[config.mk]
export PLATFORM = sky130hd
export DESIGN_NAME = locked_aca_pipe
export DESIGN_NICKNAME = d
export VERILOG_FILES = /design/src/rtl/locked_aca_pipe.sv
export SDC_FILE = /design/constraint.sdc
export NUM_CORES = 1
export LEC_CHECK = 0
export ABC_AREA = 0
export BUFFER_PORTS_ARGS = -buffer_cell sky130_fd_sc_hd__buf_2
export CORE_MARGIN = 2
export CORE_UTILIZATION = 45
export CTS_BUF_LIST = sky130_fd_sc_hd__clkbuf_4
export CTS_CLUSTER_SIZE = 12
export DETAILED_ROUTE_END_ITERATION = 16
export GPL_TIMING_DRIVEN = 0
export MAX_ROUTING_LAYER = met4
export PLACE_DENSITY = 0.71
export SYNTH_ARGS = -nofsm -noshare
export SYNTH_HDL_FRONTEND = slang
export SYNTH_SLANG_ARGS = --single-unit
[constraint.sdc]
create_clock -name clk_i -period 4.2 [get_ports clk_i]
set_input_delay 0.21 -clock clk_i [delete_from_list [all_inputs] [get_ports clk_i]]
set_output_delay 0.21 -clock clk_i [all_outputs]
set_load 0.02 [all_outputs]
[src/rtl/locked_aca_pipe.sv]
// Key-locked almost-correct adder: a serially loaded key gates a valid/ready operand pipeline.
// Wrong key bits flip fixed result bits; counters track results that differ from the exact sum.
module locked_aca_pipe #(
  parameter int               WIDTH      = 32,
  parameter int               WINDOW     = 8,
  parameter int               KEY_W      = 64,
  parameter int               KEY_CHUNK  = 8,
  parameter int               PIPE       = 2,
  parameter logic [KEY_W-1:0] GOLDEN_KEY = '0,
  parameter int               CNT_W      = 16
) (
  input  logic                 clk_i,
  input  logic                 rst_ni,
  input  logic                 key_valid_i,
  input  logic [KEY_CHUNK-1:0] key_data_i,
  output logic                 key_ready_o,
  output logic                 key_done_o,
  input  logic                 in_valid_i,
  output logic                 in_ready_o,
  input  logic [WIDTH-1:0]     add1_i,
  input  logic [WIDTH-1:0]     add2_i,
  input  logic                 mode_i,
  output logic                 out_valid_o,
  input  logic                 out_ready_i,
  output logic [WIDTH:0]       result_o,
  output logic                 approx_err_o,
  output logic [CNT_W-1:0]     err_cnt_o,
  output logic                 key_bad_o
);

  localparam int BEATS  = KEY_W / KEY_CHUNK;
  localparam int BEAT_W = (BEATS > 1) ? $clog2(BEATS) : 1;
  localparam int LO_TOP = (WIDTH > WINDOW) ? WIDTH - WINDOW : 0;

  typedef enum logic [1:0] {K_IDLE, K_LOAD, K_RUN} kstate_e;

  kstate_e            r_state;
  logic [KEY_W-1:0]   r_key;
  logic [KEY_W-1:0]   w_key_next;
  logic [BEAT_W-1:0]  r_beat;
  logic               r_key_ready;
  logic               r_key_done;
  logic               r_key_bad;
  logic               w_key_acc;
  logic               w_key_last;

  assign w_key_acc  = key_valid_i & r_key_ready;
  assign w_key_last = (r_beat == BEAT_W'(BEATS - 1));

  always_comb begin
    w_key_next = r_key;
    w_key_next[int'(r_beat)*KEY_CHUNK +: KEY_CHUNK] = key_data_i;
  end

  always_ff @(posedge clk_i or negedge rst_ni) begin
    if (!rst_ni) begin
      r_state     <= K_IDLE;
      r_key       <= '0;
      r_beat      <= '0;
      r_key_ready <= 1'b0;
      r_key_done  <= 1'b0;
      r_key_bad   <= 1'b0;
    end else begin
      if (w_key_acc) begin
        r_key  <= w_key_next;
        r_beat <= w_key_last ? '0 : r_beat + 1'b1;
      end
      case (r_state)
        K_IDLE: begin
          r_key_ready <= 1'b1;
          if (key_valid_i) r_state <= K_LOAD;
        end
        K_LOAD:  r_key_ready <= 1'b1;
        default: ;
      endcase
      // The final beat commits the key and opens the operand path in one step.
      if (w_key_acc && w_key_last) begin
        r_state     <= K_RUN;
        r_key_ready <= 1'b0;
        r_key_done  <= 1'b1;
        r_key_bad   <= (w_key_next != GOLDEN_KEY);
      end
    end
  end

  logic [KEY_W-1:0] w_kdiff;
  logic [WIDTH:0]   w_flip;

  assign w_kdiff = r_key ^ GOLDEN_KEY;

  always_comb begin
    w_flip = '0;
    for (int k = 0; k < KEY_W; k++) begin
      w_flip[k % (WIDTH+1)] = w_flip[k % (WIDTH+1)] ^ w_kdiff[k];
    end
  end

  logic [WIDTH:0] w_aca;
  logic [WIDTH:0] w_exact;
  logic [WIDTH:0] w_res;
  logic           w_err;

  genvar gi;
  generate
    for (gi = 0; gi < WIDTH; gi++) begin : g_aca
      localparam int LO = (gi >= WINDOW) ? gi - WINDOW + 1 : 0;
      // Each sum bit only sees carries generated inside its own window.
      assign w_aca[gi] = 1'(({1'b0, add1_i[gi:LO]} + {1'b0, add2_i[gi:LO]}) >> (gi - LO));
    end
  endgenerate

  assign w_aca[WIDTH] = 1'(({1'b0, add1_i[WIDTH-1:LO_TOP]} + {1'b0, add2_i[WIDTH-1:LO_TOP]})
                          >> (WIDTH - LO_TOP));
  assign w_exact = {1'b0, add1_i} + {1'b0, add2_i};
  assign w_res   = (mode_i ? w_exact : w_aca) ^ w_flip;
  assign w_err   = (w_res != w_exact);

  logic               w_adv;
  logic [PIPE-1:0]    r_vld;
  logic [PIPE-1:0]    r_err;
  logic [WIDTH:0]     r_res [PIPE];
  logic [CNT_W-1:0]   r_err_cnt;

  assign w_adv = r_key_done & (~r_vld[PIPE-1] | out_ready_i);

  always_ff @(posedge clk_i or negedge rst_ni) begin
    if (!rst_ni) begin
      r_vld <= '0;
      r_err <= '0;
      for (int s = 0; s < PIPE; s++) r_res[s] <= '0;
    end else if (w_adv) begin
      r_vld[0] <= in_valid_i;
      r_err[0] <= in_valid_i & w_err;
      r_res[0] <= w_res;
      for (int s = 1; s < PIPE; s++) begin
        r_vld[s] <= r_vld[s-1];
        r_err[s] <= r_err[s-1];
        r_res[s] <= r_res[s-1];
      end
    end
  end

  always_ff @(posedge clk_i or negedge rst_ni) begin
    if (!rst_ni) begin
      r_err_cnt <= '0;
    end else if (r_vld[PIPE-1] && out_ready_i && r_err[PIPE-1] && (r_err_cnt != '1)) begin
      r_err_cnt <= r_err_cnt + 1'b1;
    end
  end

  assign key_ready_o  = r_key_ready;
  assign key_done_o   = r_key_done;
  assign key_bad_o    = r_key_bad;
  assign in_ready_o   = w_adv;
  assign out_valid_o  = r_vld[PIPE-1];
  assign result_o     = r_res[PIPE-1];
  assign approx_err_o = r_err[PIPE-1];
  assign err_cnt_o    = r_err_cnt;

endmodule

==> impl_metrics.json, run 1 <==
{
  "start_kind": "register",
  "cap_violations": 0,
  "drt-total-wl_mm": 27.3,
  "whs_ns": 0.0919,
  "firstDrtPassIters": 5,
  "internal_power_uw": 2130,
  "post_cts_buffers": 0,
  "cts_tree": "built",
  "setup-violations-final": 0,
  "power_frac_comb_pct": 20.4,
  "area_growth_pct": 13.3,
  "cts_root_buf": "clkbuf_4",
  "netlist_area_sq_um": 10300,
  "netlist.area_leader.share_pct": 38.2,
  "hold_violations": 0,
  "synth.avg_cell_area_sq_um": 8.72,
  "clock_skew_ns": 0.0212,
  "period_needed_ns": 3.31,
  "synth_edf_count": 0,
  "grt_max_degree": 81,
  "synth_seq_area_share_pct": 38.2,
  "ios": 133,
  "async_flop_share_pct": 100,
  "status": "complete, no violations",
  "max_freq_ghz": 0.302,
  "cts_resized": 0,
  "path_buf_inv": 6,
  "path_cells": "inv_1 > o21ai_0 > clkbuf_1 > inv_1 > clkbuf_1 > buf_1 > buf_2",
  "drv_slew": 0,
  "clkLatencyLatePin_ns": 0.58,
  "drive_gt1_share_pct": 20.2,
  "synth_compound_area_share_pct": 16.2,
  "max_stage_delay_ns": 0.73,
  "dp_hpwl_mm": 21.5,
  "arrival_ns": 3.10,
  "period_share_pct": 78.9,
  "synth-xor-area-share_pct": 10.7,
  "ys_seq_elements": 157,
  "tightest_slew_ns": 0.913,
  "synth_warnings": 0,
  "yosysTopAreaCell": "dfrtp_1",
  "io_buffers": 127,
  "antenna_left": 0,
  "fin_nets": 1444,
  "post-synth-top-count-cell": "nand2_1",
  "cp_slowest_cell": "o21ai_0",
  "synth_top_family_by_area": "simple AND/OR/NAND/NOR gates",
  "die_w_um": 155,
  "ctsHtreeMaxLevel": 4,
  "yosys-top-cells-area": "dfrtp_1 (38%), nand2_1 (8.4%), xnor2_1 (6.1%)",
  "rsz0062_at_grt": "no",
  "vias": 9082,
  "drc_errors": 0,
  "initial_core_util_pct": 45.7,
  "grt_pass1_vias": 8723,
  "place_congestion": 0.964,
  "grt_remaining_overflow": 0,
  "grt_pass1_wl_mm": 44.1,
  "synth_mux_area_share_pct": 4.48,
  "leakage_uw": 0.00584,
  "cellPowerDensity_nw_per_um2": 269,
  "antenna_found_initial": 1,
  "dieHeight_um": 155,
  "synthFlopType": "dfrtp_1",
  "numCtsBuffers": 17,
  "setup-tns-final_ns": 0,
  "grt.total_usage_pct": 23.7,
  "yosysUniqueCellTypes": 70,
  "required_ns": 3.99,
  "drt-initial-drc-count": 622,
  "cts_sinks": 157,
  "slew_headroom_pct": 38.5,
  "rows": 55,
  "fill_cells": 2194,
  "coreArea_sq_um": 22500,
  "clk_pin_slew_worst_paths_ns": 0.15,
  "end_kind": "primary output",
  "syn_nets": 1294,
  "seqPwrFrac_pct": 48.3,
  "irDropWorstVdd_v": 0.000170,
  "stdcell_area_sq_um": 11600,
  "critical_path.top_delay_family": "buffers and inverters",
  "synth_cells": 1178,
  "p_clk_share_pct": 31.3,
  "die_area_sq_um": 24100,
  "ys_top_cells_by_count": "nand2_1 (229), dfrtp_1 (157), o21ai_0 (93)",
  "vias_per_cell": 5.58,
  "worst-setup-path-type": "register to primary output",
  "placed_area_sq_um": 11300,
  "worst-path-max-fanout": 10,
  "max-clock-path-buffers": 2,
  "yosys.area_share.adder_pct": 4.70,
  "synth_simple_gate_area_share_pct": 19.7,
  "wire_per_inst_um": 16.8,
  "hold_path.class": "input pin to register",
  "p_sw_share_pct": 31.8,
  "p_switching_uw": 997
}
[area by class of cell]
class                   instances  area (sq um)  area share, %
diodes                          1          2.50         0.0215
plain buffers                  96           543           4.66
clock buffers                  17           128           1.10
clock inverters                15           178           1.53
inverters                      17          63.8          0.548
multi-input cells             908          5740           49.3
flip-flops and latches        157          3930           33.7
well taps                     285           357           3.06
repair buffers                131           699           6.01
[power groups by stage]
stage / clock network [uW] / registers, uW / logic (uW)
6_report: 979 / 1510 / 640
5_1_grt: 1060 / 1510 / 698
4_1_cts: 1010 / 1510 / 630
3_5_place_dp: 0 / 1540 / 626
3_3_place_gp: 0 / 1540 / 616
2_1_floorplan: 0 / 1540 / 426
[kinds of logic (layout without fill, tap and decap cells)]
kind of cell    count (synthesis)  after routing
other cells                     0              1
xor+xnor                      126            126
simple gates                  440            440
mux                            41             41
buf+inv                       113            276
compound gates                263            263
fa+ha+maj                      38             38
flops                         157            157
[path summary, 6_finish.rpt]
check	cells past startpoint	to	slack, ns	from
min in group asynchronous	2	result_o[7]	0.19	rst_ni
worst min register to register	2	r_state[1]	0.46	r_state[1]
worst max-delay path	7	in_ready_o	0.89	r_vld[1]
worst max register to register	8	r_key[26]	1.16	r_beat[0]
max in group asynchronous	3	r_key[61]	3.16	rst_ni
worst min-delay path	4	r_res[33]	0.09	add2_i[0]
[what timing repair did]
action,4_1_cts,5_1_grt
hold buffers,3,0
hold endpoints to repair,79,0
setup endpoints to repair,0,0
[sequential cells by signal, summed over array words and instances (netlist names)]
| name | count |
|---|---|
| err_cnt_o | 16 |
| key_bad_o | 1 |
| key_done_o | 1 |
| key_ready_o | 1 |
| r_beat | 3 |
| r_err | 2 |
| r_key | 64 |
| r_res | 33 |
| r_state | 1 |
| r_vld | 2 |
| result_o | 33 |
[layout by cell type (no fill, tap or decap), types with 5 or more instances in the layout]
cell / synthesis / final
o21a_1: 8 / 8
xor2_1: 55 / 55
nor2b_1: 6 / 6
nand2_1: 229 / 229
o31ai_1: 6 / 6
buf_2: 11 / 137
mux2_2: 40 / 40
or4_1: 5 / 5
o21ai_0: 93 / 93
buf_4: 35 / 35
ha_1: 37 / 37
inv_6: 0 / 6
nand3_1: 20 / 20
o21bai_1: 5 / 5
clkbuf_1: 40 / 40
clkbuf_4: 0 / 17
buf_6: 5 / 6
a31oi_1: 19 / 19
xnor2_1: 71 / 71
nor3_1: 31 / 31
buf_1: 5 / 5
nor2_1: 57 / 57
or2_2: 5 / 5
dfrtp_1: 157 / 157
and3_1: 8 / 8
a211oi_1: 11 / 11
inv_1: 16 / 16
nor4_1: 15 / 15
or3_1: 11 / 11
a21o_1: 23 / 23
nor4b_1: 6 / 6
a21oi_1: 50 / 50
nand4_1: 27 / 27
[stage by stage]
step	power [uW]	std cells	setup slack [ns]	utilization [%]
floorplan	1970	1178	1.05	-
global placement	2160	1590	0.604	50.1
detailed placement	2170	1591	0.622	50.2
CTS	3150	1626	0.828	51.7
global route	3270	1627	0.605	51.7
finish	3130	1627	0.887	51.7
[metal layers]
layer  share of wire, %  global-route usage, %  vias up
li1                   -                      -     4415
met1                 44                   30.3     4287
met2                 47                   38.7      320
met3                5.9                   3.68       60
met4                2.7                   7.58        0
met5                  0                      -        -
[worst register-to-register path, cell delays in order, from the launching register on]
cell and delay [ns]:
dfrtp_1 0.53, inv_1 0.12, ha_1 0.21, ha_1 0.40
inv_1 0.13, or3_1 0.39, clkbuf_1 0.21, nor2_1 0.54
mux2_2 0.42
Note: power is estimated with default switching activity, not from simulation.
==> inputs of run 2 (changes only) <==
ABC_AREA = 1   (was 0)
PLACE_DENSITY = 0.72   (was 0.71)
clock period = 3 ns   (was 4.2 ns; I/O delays follow)
==> run 2 against run 1 <==
  * Sequential power increased by 71%
  * Setup slack got worse by 0.76 ns
  * Clock power increased by 34%
  * Combinational power increased to 3.5 times the previous value
  * First-iteration DRC count increased by 68%
  * Global-route usage increased by 2.8 points
  * Final area increased by 16%
  * Total power increased by 96%
  * Clock-buffer cell count unchanged
  * Sequential share of layout area decreased by 4.6 points
  * Largest cell class unchanged
  * Highest routed layer unchanged
==> impl_metrics.json, run 2 <==
{
  "clk_pin_slew_worst_paths_ns": 0.17,
  "leakage_uw": 0.00704,
  "worst-setup-path-type": "register to register",
  "synth_seq_area_share_pct": 33.1,
  "synth_edf_count": 0,
  "cts_root_buf": "clkbuf_4",
  "max_freq_ghz": 0.348,
  "period_needed_ns": 2.87,
  "vias": 11900,
  "clock_skew_ns": 0.0333,
  "worst-path-max-fanout": 10,
  "ys_seq_elements": 157,
  "max-clock-path-buffers": 2,
  "grt_pass1_wl_mm": 57.0,
  "place_congestion": 1.03,
  "whs_ns": 0.114,
  "drive_gt1_share_pct": 16.1,
  "synth-xor-area-share_pct": 6.92,
  "yosys.area_share.adder_pct": 4.06,
  "period_share_pct": 95.7,
  "rows": 59,
  "cellPowerDensity_nw_per_um2": 455,
  "grt_remaining_overflow": 0,
  "yosys-top-cells-area": "dfrtp_1 (33%), nand2_1 (20%), o21ai_0 (7.5%)",
  "hold_path.class": "input pin to async pin",
  "synth_top_family_by_area": "simple AND/OR/NAND/NOR gates",
  "hold_violations": 0,
  "grt.total_usage_pct": 26.5,
  "rsz0062_at_grt": "no",
  "largest_register_ffs": 64,
  "drt-initial-drc-count": 1042,
  "clkLatencyLatePin_ns": 0.60,
  "cts_sinks": 157,
  "dp.cells": 2220,
  "status": "complete, no violations",
  "synth_compound_area_share_pct": 9.84,
  "yosysTopAreaCell": "dfrtp_1",
  "synth.avg_cell_area_sq_um": 6.78,
  "grt_max_degree": 87,
  "fin_cells": 2268,
  "top_register": "r_key",
  "setup-violations-final": 0,
  "ios": 133,
  "synthFlopType": "dfrtp_1",
  "coreArea_sq_um": 26000,
  "wire_per_inst_um": 15.7,
  "layout_common_cells": "nand2_1 (629), inv_1 (181), o21ai_0 (178)",
  "die_w_um": 167,
  "synth_mux_area_share_pct": 0.526,
  "synth_simple_gate_area_share_pct": 35.8,
  "irDropWorstVdd_v": 0.000348,
  "async_flop_share_pct": 100,
  "dieHeight_um": 167,
  "dp_hpwl_mm": 28.9,
  "fin_nets": 2035,
  "required_ns": 3.49,
  "die_area_sq_um": 27700,
  "netlist_area_sq_um": 11900,
  "numCtsBuffers": 17,
  "ctsHtreeMaxLevel": 4,
  "yosysUniqueCellTypes": 48,
  "synth_cells": 1752,
  "arrival_ns": 3.36,
  "antenna_found_initial": 1,
  "end_kind": "register",
  "antenna_left": 0,
  "ys_top_cells_by_count": "nand2_1 (629), inv_1 (181), o21ai_0 (179)",
  "netlist.area_leader.share_pct": 33.1,
  "tightest_slew_ns": 0.716,
  "start_kind": "register",
  "area_growth_pct": 13.3,
  "firstDrtPassIters": 6,
  "drt-total-wl_mm": 35.6,
  "cap_violations": 0,
  "drc_errors": 0,
  "slew_headroom_pct": 52.3,
  "grt_pass1_vias": 11100,
  "synth_warnings": 0,
  "io_buffers": 132,
  "cts_tree": "built",
  "post-synth-top-count-cell": "nand2_1",
  "vias_per_cell": 5.26,
  "final_common_cell": "nand2_1",
  "syn_nets": 1868,
  "drv_slew": 0,
  "initial_core_util_pct": 45.7
}
==> run 2: changes by cell type after synthesis, sizes merged, moves of 17 or more <==
cell and delta:
inv +176, xnor2 -23, o21ai +81, a21o -23, nand2 +436, nand3 +117
mux2 -38, a31oi -19, nor3 -17, nor2 +41
==> run 2: repair_timing <==
action | 4_1_cts | 5_1_grt
endpoints found under the setup margin | 1 | 1
pin swaps | 1 | 3
gates resized for setup | 0 | 14
buffers inserted | 2 | 0
hold endpoints to repair | 85 | 0
hold buffers | 13 | 0
==> run 2: layer usage <==
metal  wire length (um)  track usage, %  up-vias  part of all wire, %
met5                  0               -        -                    0
met4               1220            8.36        0                  3.4
met3               1950            3.90       82                  5.5
met2              16800            43.7      401                   47
met1              15700            33.6     5538                   44
li1                   -               -     5903                    -
==> run 2: cell type report <==
cell class | instances | area (sq um)
well taps | 335 | 419
fillers | 2657 | 12500
inverters | 194 | 738
plain buffers | 75 | 435
flip-flops and latches | 157 | 3930
clock inverters | 15 | 151
repair buffers | 148 | 840
diodes | 1 | 2.50
multi-input cells | 1326 | 6820
clock buffers | 17 | 128
==> run 2: worst max-delay path, cell delays in order, from the launching register on <==
cell and delay (ns):
dfrtp_1 0.38, buf_4 0.19, inv_6 0.06, ha_1 0.20, ha_2 0.20, inv_4 0.10
nand2_2 0.10, nor4_4 0.36, buf_4 0.20, nand2_1 0.05, o21ai_0 0.19, nand4_1 0.17
nor4_2 0.31, nand2_1 0.10, o22a_1 0.16
==> run 2: path summary, 6_finish.rpt <==
kind                           start       endpoint  slack, ns  cells after the start
hold reg to reg            r_res[56]   result_o[23]       0.47                      2
setup / recovery           r_beat[0]      key_bad_o       0.13                     14
min in group clk_i         add2_i[1]      r_res[34]       0.13                      5
setup reg to reg           r_beat[0]      key_bad_o       0.13                     14
hold / removal                rst_ni  err_cnt_o[10]       0.11                      2
max in group asynchronous     rst_ni      r_key[32]       1.98                      3
==> run 2: metrics by stage <==
stage	setup TNS, ns	util [%]	cell area [sq um]	power [uW]	setup slack [ns]
finish	0	51.8	13500	6130	0.130
detailed placement	-0.229	50.0	13000	4840	-0.229
global placement	-83.28	49.9	13000	4790	-0.557
global route	0	51.8	13500	6520	0.0137
floorplan	0	-	11900	4160	0.494
CTS	0	51.7	13400	6160	0.0197
==> run 2: kinds of logic (layout without fill, tap and decap cells) <==
logic type | count (synthesis) | after routing
adder cells (fa/ha/maj) | 38 | 38
buffers and inverters | 269 | 449
other | 0 | 1
multiplexers | 6 | 6
flip-flops | 157 | 157
AND/OR/NAND/NOR | 963 | 963
AO/OA/AOI/OAI | 226 | 226
XOR/XNOR | 93 | 93
==> run 2: power by group <==
group | internal (uW) | switching (uW) | total, uW
clock | 441 | 866 | 1310
sequential | 2410 | 174 | 2580
combinational | 836 | 1400 | 2240
